**config.mk**
```make
export PLATFORM = sky130hd
export DESIGN_NAME = mul5_share_driver
export DESIGN_NICKNAME = d
export VERILOG_FILES = /design/src/rtl/mask_pkg.sv /design/src/rtl/mask_lfsr.sv /design/src/rtl/mul5_share_driver.sv
export SDC_FILE = /design/constraint.sdc
export NUM_CORES = 1
export LEC_CHECK = 0
export ABC_AREA = 1
export CORE_MARGIN = 4
export CORE_UTILIZATION = 55
export CTS_BUF_LIST = sky130_fd_sc_hd__clkbuf_8
export CTS_CLUSTER_SIZE = 30
export DETAILED_ROUTE_END_ITERATION = 12
export HOLD_SLACK_MARGIN = 0.06
export PLACE_DENSITY = 0.82
export SETUP_SLACK_MARGIN = 0.15
export SLEW_MARGIN = 20
export SYNTH_ARGS = -nofsm -noshare
export SYNTH_HDL_FRONTEND = slang
export SYNTH_SLANG_ARGS = --single-unit
```
**constraint.sdc**
```tcl
create_clock -name clk -period 4 [get_ports clk]
set_input_delay 0.6 -clock clk [delete_from_list [all_inputs] [get_ports clk]]
set_output_delay 0.6 -clock clk [all_outputs]
set_load 0.005 [all_outputs]
```
**src/rtl/mask_pkg.sv**
```systemverilog
// Shared types and constants for the masked-gadget drivers: share vectors, FSM states, LFSR taps.
package mask_pkg;

    localparam int unsigned NSHARES = 6;
    localparam int unsigned NRAND   = 5;

    // Galois form of x^32 + x^22 + x^2 + x + 1 for a right-shifting register
    localparam logic [31:0] LFSR_TAPS = 32'h8020_0003;

    typedef logic [NSHARES-1:0] share_t;

    typedef enum logic [1:0] {
        ST_IDLE   = 2'd0,
        ST_DRIVE  = 2'd1,
        ST_RESULT = 2'd2
    } drv_state_e;

    function automatic logic xor_reduce_shares(input share_t s);
        return ^s;
    endfunction

endpackage

```
**src/rtl/mask_lfsr.sv**
```systemverilog
// Free-running Galois LFSR used as the mask source; steps every clock once out of reset.
module mask_lfsr
    import mask_pkg::*;
#(
    parameter int unsigned      WIDTH = 32,
    parameter logic [WIDTH-1:0] SEED  = WIDTH'(1)
) (
    input  logic             clk,
    input  logic             rst_n,
    output logic [WIDTH-1:0] state_o
);

    // An all-zero state would lock the register, so a zero seed is forced to 1
    localparam logic [WIDTH-1:0] SEED_NZ = (SEED == '0) ? WIDTH'(1) : SEED;
    localparam logic [WIDTH-1:0] TAPS    = WIDTH'(LFSR_TAPS);

    logic [WIDTH-1:0] state_q;
    logic [WIDTH-1:0] state_d;

    always_comb begin
        state_d = {1'b0, state_q[WIDTH-1:1]};
        if (state_q[0]) begin
            state_d = state_d ^ TAPS;
        end
    end

    always_ff @(posedge clk or negedge rst_n) begin
        if (!rst_n) begin
            state_q <= SEED_NZ;
        end else begin
            state_q <= state_d;
        end
    end

    assign state_o = state_q;

endmodule

```
**src/rtl/mul5_share_driver.sv**
```systemverilog
// Masks an (a,b) bit pair into 6 shares each for the Mul5 gadget, waits its latency,
// then captures the z shares and presents their XOR as the unmasked result.
module mul5_share_driver
    import mask_pkg::*;
#(
    parameter int unsigned GADGET_LAT = 1,
    parameter logic [31:0] SEED       = 32'hACE1_2468
) (
    input  logic               clk,
    input  logic               rst_n,
    input  logic               in_valid,
    output logic               in_ready,
    input  logic               a_i,
    input  logic               b_i,
    output logic [NSHARES-1:0] x_o,
    output logic [NSHARES-1:0] y_o,
    output logic [NRAND-1:0]   r_o,
    input  logic [NSHARES-1:0] z_i,
    output logic               out_valid,
    input  logic               out_ready,
    output logic               out_bit,
    output logic [NSHARES-1:0] out_shares
);

    localparam int unsigned LFSR_W = 32;
    localparam int unsigned CNT_W  = 4;
    localparam int unsigned MSK_W  = NSHARES - 1;

    drv_state_e         state_q, state_d;
    logic [CNT_W-1:0]   cnt_q, cnt_d;
    share_t             x_q, x_d;
    share_t             y_q, y_d;
    logic [NRAND-1:0]   r_q, r_d;
    share_t             z_q, z_d;
    logic               out_valid_q, out_valid_d;
    logic               out_bit_q, out_bit_d;
    logic               in_ready_q, in_ready_d;

    logic [LFSR_W-1:0]  lfsr_state;
    logic [MSK_W-1:0]   mx, my;
    logic [NRAND-1:0]   mr;
    logic               unused_lfsr_bits;

    mask_lfsr #(
        .WIDTH (LFSR_W),
        .SEED  (SEED)
    ) u_lfsr (
        .clk     (clk),
        .rst_n   (rst_n),
        .state_o (lfsr_state)
    );

    // Masks are taken from the low 15 bits of the current LFSR state
    assign mx = lfsr_state[4:0];
    assign my = lfsr_state[9:5];
    assign mr = lfsr_state[14:10];
    assign unused_lfsr_bits = ^lfsr_state[LFSR_W-1:15];

    // Next-state and registered-output logic
    always_comb begin
        state_d     = state_q;
        cnt_d       = cnt_q;
        x_d         = x_q;
        y_d         = y_q;
        r_d         = r_q;
        z_d         = z_q;
        out_valid_d = out_valid_q;
        out_bit_d   = out_bit_q;
        in_ready_d  = in_ready_q;

        case (state_q)
            ST_IDLE: begin
                if (in_valid && in_ready_q) begin
                    x_d        = {a_i ^ (^mx), mx};
                    y_d        = {b_i ^ (^my), my};
                    r_d        = mr;
                    cnt_d      = CNT_W'(GADGET_LAT);
                    in_ready_d = 1'b0;
                    state_d    = ST_DRIVE;
                end
            end
            ST_DRIVE: begin
                cnt_d = cnt_q - CNT_W'(1);
                if (cnt_q == CNT_W'(1)) begin
                    z_d         = z_i;
                    out_bit_d   = xor_reduce_shares(z_i);
                    out_valid_d = 1'b1;
                    // Return the gadget inputs to zero between operations
                    x_d         = '0;
                    y_d         = '0;
                    r_d         = '0;
                    state_d     = ST_RESULT;
                end
            end
            ST_RESULT: begin
                if (out_ready) begin
                    z_d         = '0;
                    out_bit_d   = 1'b0;
                    out_valid_d = 1'b0;
                    in_ready_d  = 1'b1;
                    state_d     = ST_IDLE;
                end
            end
            default: begin
                cnt_d       = '0;
                x_d         = '0;
                y_d         = '0;
                r_d         = '0;
                z_d         = '0;
                out_bit_d   = 1'b0;
                out_valid_d = 1'b0;
                in_ready_d  = 1'b1;
                state_d     = ST_IDLE;
            end
        endcase
    end

    always_ff @(posedge clk or negedge rst_n) begin
        if (!rst_n) begin
            state_q     <= ST_IDLE;
            cnt_q       <= '0;
            x_q         <= '0;
            y_q         <= '0;
            r_q         <= '0;
            z_q         <= '0;
            out_valid_q <= 1'b0;
            out_bit_q   <= 1'b0;
            in_ready_q  <= 1'b1;
        end else begin
            state_q     <= state_d;
            cnt_q       <= cnt_d;
            x_q         <= x_d;
            y_q         <= y_d;
            r_q         <= r_d;
            z_q         <= z_d;
            out_valid_q <= out_valid_d;
            out_bit_q   <= out_bit_d;
            in_ready_q  <= in_ready_d;
        end
    end

    assign in_ready   = in_ready_q;
    assign x_o        = x_q;
    assign y_o        = y_q;
    assign r_o        = r_q;
    assign out_valid  = out_valid_q;
    assign out_bit    = out_bit_q;
    assign out_shares = z_q;

endmodule

```
==> flow_metrics.py, run 1 <==
metrics = {
    "clocking": {
        "h-tree-depth": 3,
        "cts_resized": 0,
        "clkTransAtPathRegs_ps": 70,
        "cts_root_buffer": "clkbuf_8",
        "post_cts_buffers": 0,
        "clock_latency_ps": 330,
        "clkSinkCount": 64,
        "numCtsBuffers": 9,
        "cts_tree": "done",
        "hold_buffers": 0,
        "cts_buffer_depth": 2,
    },
    "yosys": {
        "synthXorXnorAreaFrac_pct": 4.82,
        "synthMuxAreaShare_pct": 0,
        "yosys.area_share.simple_pct": 12.8,
        "synthCells": 197,
        "synth_top_area_share_pct": 53.0,
        "synth_seq_cells": 64,
        "synth_commonest_cells": "nand2_1, dfrtp_1, dfstp_2, inv_1, a22o_1",
        "synthAdderAreaFrac_pct": 1.06,
        "synth.most_common_cell": "nand2_1",
        "synth-edff-count": 0,
        "avgSynthCellArea_sq_um": 12.0,
        "ys_seq_area_share_pct": 68.5,
        "synth_top_family_by_area": "simple AND/OR/NAND/NOR gates",
        "yosys_warnings": 0,
        "synth_async_sr_flop_share_pct": 100,
        "ys.flop_type": "dfrtp_1",
        "yosys-top-cells-area": "dfrtp_1, dfstp_2, nand2_1",
        "synth_compound_area_share_pct": 9.27,
        "syn_nets": 211,
        "ys_types": 27,
        "yosys.area.top_type": "dfrtp_1",
        "syn-cell-area_sq_mm": 0.00236,
    },
    "setup_path": {
        "crit_path_end_kind": "primary output",
        "worstSetupStartpointType": "flop",
        "criticalPathCategory": "flop to primary output",
        "cp_slowest_cell": "dfstp_2",
        "crit_buf_inv": 1,
        "cp_slowest_stage_delay_ps": 550,
        "arrival_ps": 1370,
        "required_ps": 3400,
        "critical_path.cell_chain": "clkdlybuf4s50_1",
        "crit_family": "flip-flops",
        "path_max_fanout": 3,
    },
    "sta": {
        "fmax_mhz": 507,
        "finalSetupViolations": 0,
        "period_share_pct": 49.4,
        "finalCriticalPeriod_ps": 1970,
        "fin_hold_ws_ps": 350,
        "hold_viol": 0,
        "drv_slew": 0,
        "worst_slew_pin_slew_ps": 843,
        "fin_ws_ps": 2030,
        "tns_ps": 0,
        "skew_ps": 6.21,
        "slew_headroom_pct": 43.8,
        "rsz0062_at_grt": "no",
    },
    "route": {
        "wirelength_microns": 4260,
        "dr.first_iter.drc_count": 91,
        "num_vias": 1517,
        "drc": 0,
        "viasPerCell": 5.09,
        "firstDrtPassIters": 4,
        "wire_per_inst_microns": 14.3,
        "antenna_left": 0,
    },
    "floorplanning": {
        "die-area_sq_mm": 0.00541,
        "row_count": 23,
        "die_x_microns": 73.5,
        "core_region_area_sq_mm": 0.00409,
        "start_util_pct": 57.8,
        "die_height_microns": 73.5,
        "num_io_pins": 38,
    },
    "final_layout": {
        "area_growth_pct": 27.1,
        "drive_gt1_share_pct": 17.3,
        "nets": 257,
        "final_util_pct": 73.5,
        "antennaDiodeCount": 0,
    },
    "min_path": {
        "worstHoldPathType": "flop to flop",
    },
    "power_and_ir_drop": {
        "power.density_mw_per_mm2": 605,
        "total_power_mw": 1.82,
        "ir_worst_vdd_mv": 0.322,
        "power_leakage_nw": 1.44,
    },
    "grt": {
        "gr-total-overflow": 0,
        "grt_antenna_before_repair": 0,
        "grt_pass1_wl_microns": 7050,
        "grt_usage_pct": 18.0,
        "grt_max_degree": 41,
        "grt_pass1_vias": 1421,
    },
    "status": {
        "status": "completed",
    },
    "place": {
        "dp_hpwl_microns": 2780,
        "portBuffers": 37,
        "pre_cts_ws_ps": 2050,
        "gp_congestion": 0.801,
    },
    "flow_run": {
        "cap_violations": 0,
    },
}
==> kinds of logic after synthesis <==
family                   count (synthesis)
flip-flops                              64
buffers and inverters                   20
AND/OR/NAND/NOR                         68
AO/OA/AOI/OAI                           30
XOR/XNOR                                13
adder cells (fa/ha/maj)                  2
==> power by group <==
group / switching, mW / leakage, nW / internal, mW
logic: 0.295 / 0.485 / 0.162
clock network: 0.226 / 0.122 / 0.379
registers: 0.0413 / 0.830 / 0.711
total: 0.562 / 1.44 / 1.25
==> state kept, by name, indices dropped and copies added (netlist names) <==
| name | cells |
|---|---|
| cnt_q | 4 |
| in_ready | 1 |
| out_bit | 1 |
| out_shares | 6 |
| out_valid | 1 |
| r_o | 5 |
| state_q | 2 |
| u_lfsr.state_o | 32 |
| x_o | 6 |
| y_o | 6 |
==> layer usage <==
metal  track usage [%]  part of all wire [%]  vias to the layer above
met5                 0                     0                        -
met4              10.3                   2.1                        0
met3              4.92                   3.7                        9
met2              23.2                    44                       30
met1              26.9                    50                      740
li1                  -                     -                      738
==> area by class of cell <==
type                    instances  area, sq um
repair buffers                 38          373
flip-flops and latches         64         1620
clock inverters                 5         72.6
clock buffers                  11          151
inverters                      17         63.8
well taps                      50         62.6
multi-input cells             113          659
fillers                       292         1080
==> cells in the final DEF (no fill, tap or decap), drive strengths merged, types with 7 or more instances in the layout <==
cell type / instances
xor2: 7
inv: 19
clkbuf: 11
a22o: 11
dfrtp: 50
dfstp: 14
o21ai: 11
nand2: 53
clkdlybuf4s50: 36
==> path summary, 6_finish.rpt <==
check,cells after the start,startpoint,endpoint,slack (ps)
worst max-delay path,1,in_ready,in_ready,2030
worst min-delay path,0,u_lfsr.state_o[15],u_lfsr.state_o[14],350
worst max register to register,6,cnt_q[1],x_o[2],2520
worst min register to register,0,u_lfsr.state_o[15],u_lfsr.state_o[14],350
max in group asynchronous,2,rst_n,u_lfsr.state_o[6],2740
min in group asynchronous,1,rst_n,r_o[1],370
==> stage by stage <==
step / area, sq um / cells
after global routing: 3000 / 298
final: 3000 / 298
after CTS: 3000 / 298
after floorplan: 2360 / 197
after global placement: 2780 / 282
after detailed placement: 2780 / 282
Note: power is estimated with default switching activity, not from simulation.
==> run 2: changes to the inputs <==
clock period = 2 ns   (was 4 ns; I/O delays follow)
==> run 2 against run 1 <==
Hold slack lost 9.0 ps; register-to-register slack lost 2000 ps; combinational power grew 100%; first-iteration DRC count shrank 7.7%; via count shrank 0.99%; total power grew 99%; core utilization grew 0.64 points; worst setup slack lost 1700 ps; non-clock buffer count grew 2; count of clock-buffer cells in the layout shrank 1; largest cell class unchanged; largest power group unchanged.
==> flow_metrics.py, run 2 (synthesis gave the netlist of run 1 again) <==
metrics = {
    "sta": {
        "period_share_pct": 84.3,
        "slew_headroom_pct": 65.5,
        "finalCriticalPeriod_ps": 1690,
        "worst_slew_pin_slew_ps": 518,
        "fin_hold_ws_ps": 341,
        "rsz0062_at_grt": "no",
        "tns_ps": 0,
        "finalSetupViolations": 0,
        "drv_slew": 0,
        "skew_ps": 7.38,
        "fmax_mhz": 593,
        "hold_viol": 0,
    },
    "place": {
        "portBuffers": 37,
        "dp_hpwl_microns": 2820,
        "dpl_cell_area_sq_mm": 0.00280,
        "dp.cells": 283,
        "gp_congestion": 0.798,
    },
    "final_layout": {
        "nets": 259,
        "antennaDiodeCount": 0,
        "layout.cells.non_filler": 300,
        "largest_reg_flops": 32,
        "area_growth_pct": 28.2,
        "design_area_sq_mm": 0.00303,
        "drive_gt1_share_pct": 18.4,
        "final_common_cell": "nand2_1",
        "final_cell_mix": "nand2_1, dfrtp_1, clkdlybuf4s50_1, dfstp_2, inv_1",
    },
    "status": {
        "status": "completed",
    },
    "setup_path": {
        "required_ps": 1700,
        "cp_slowest_cell": "dfstp_2",
        "critical_path.cell_chain": "clkdlybuf4s50_1",
        "arrival_ps": 1390,
        "worstSetupStartpointType": "flop",
        "criticalPathCategory": "flop to primary output",
        "cp_slowest_stage_delay_ps": 540,
        "crit_family": "flip-flops",
        "path_max_fanout": 3,
        "crit_path_end_kind": "primary output",
        "crit_buf_inv": 1,
    },
    "floorplanning": {
        "num_io_pins": 38,
        "die_x_microns": 73.5,
        "die-area_sq_mm": 0.00541,
        "start_util_pct": 57.8,
        "die_height_microns": 73.5,
        "row_count": 23,
        "core_region_area_sq_mm": 0.00409,
    },
    "route": {
        "dr.first_iter.drc_count": 84,
        "firstDrtPassIters": 5,
        "wirelength_microns": 4180,
        "num_vias": 1502,
        "wire_per_inst_microns": 13.9,
        "drc": 0,
        "antenna_left": 0,
        "viasPerCell": 5.01,
    },
    "clocking": {
        "h-tree-depth": 3,
        "clock_latency_ps": 330,
        "cts_buffer_depth": 2,
        "numCtsBuffers": 9,
        "cts_root_buffer": "clkbuf_8",
        "cts_tree": "done",
        "clkTransAtPathRegs_ps": 70,
        "clkSinkCount": 64,
        "post_cts_buffers": 0,
    },
    "grt": {
        "grt_max_degree": 28,
        "grt_pass1_vias": 1424,
        "gr-total-overflow": 0,
        "grt_pass1_wl_microns": 6980,
        "grt_usage_pct": 18.2,
        "grt_antenna_before_repair": 0,
    },
    "flow_run": {
        "cap_violations": 0,
    },
    "min_path": {
        "worstHoldPathType": "flop to flop",
    },
    "power_and_ir_drop": {
        "ir_worst_vdd_mv": 0.743,
        "power_leakage_nw": 1.44,
        "power.density_mw_per_mm2": 1190,
    },
}
==> run 2: final timing paths <==
path                                     from                  to  slack [ps]  cells after the start
max reg2reg                          cnt_q[1]              x_o[4]         520                      6
max in group asynchronous               rst_n  u_lfsr.state_o[26]         850                      3
min reg2reg                u_lfsr.state_o[20]  u_lfsr.state_o[19]         340                      0
min                        u_lfsr.state_o[20]  u_lfsr.state_o[19]         340                      0
min in group asynchronous               rst_n              r_o[2]         480                      2
max                                  in_ready            in_ready         310                      1
==> run 2: layer usage <==
layer  vias to the layer above  part of all wire, %  track usage [%]
met5                         -                    0                0
met4                         0                  2.7             13.3
met3                        11                  4.6             5.20
met2                        40                   44             24.1
met1                       711                   49             25.3
li1                        740                    -                -
==> run 2: final cells by class <==
cell class	instances	area (sq um)
sequential	64	1620
fill	279	1060
multi-input combinational	113	659
timing repair buffer	40	403
clock buffer	10	138
clock inverter	6	82.6
inverter	17	63.8
tap	50	62.6
==> run 2: worst reg2reg max path: stages (launching register included) <==
cell	delay (ps)
dfrtp_1	360
inv_1	120
ha_1	160
nand3_1	150
nand2_2	150
nand2_4	190
a22o_1	250
==> run 2: metrics by stage <==
step                      worst slack, ps  power [mW]  utilization, %
after floorplan                       665        2.15               -
after global placement                375        2.41            68.5
after detailed placement              356        2.43            68.5
after CTS                             292        3.65            74.1
after global routing                  265        3.83            74.1
final                                 315        3.62            74.1
==> run 2: repair_timing <==
item / CTS / global route
resized for setup: 0 / 0
hold endpoints to repair: 19 / 0
setup endpoints to repair: 0 / 0
hold buffers: 1 / 0
==> run 2: report_power, final <==
| group | internal, mW | switching [mW] |
|---|---|---|
| sequential | 1.42 | 0.0801 |
| combinational | 0.330 | 0.586 |
| clock | 0.728 | 0.471 |
| total | 2.48 | 1.14 |
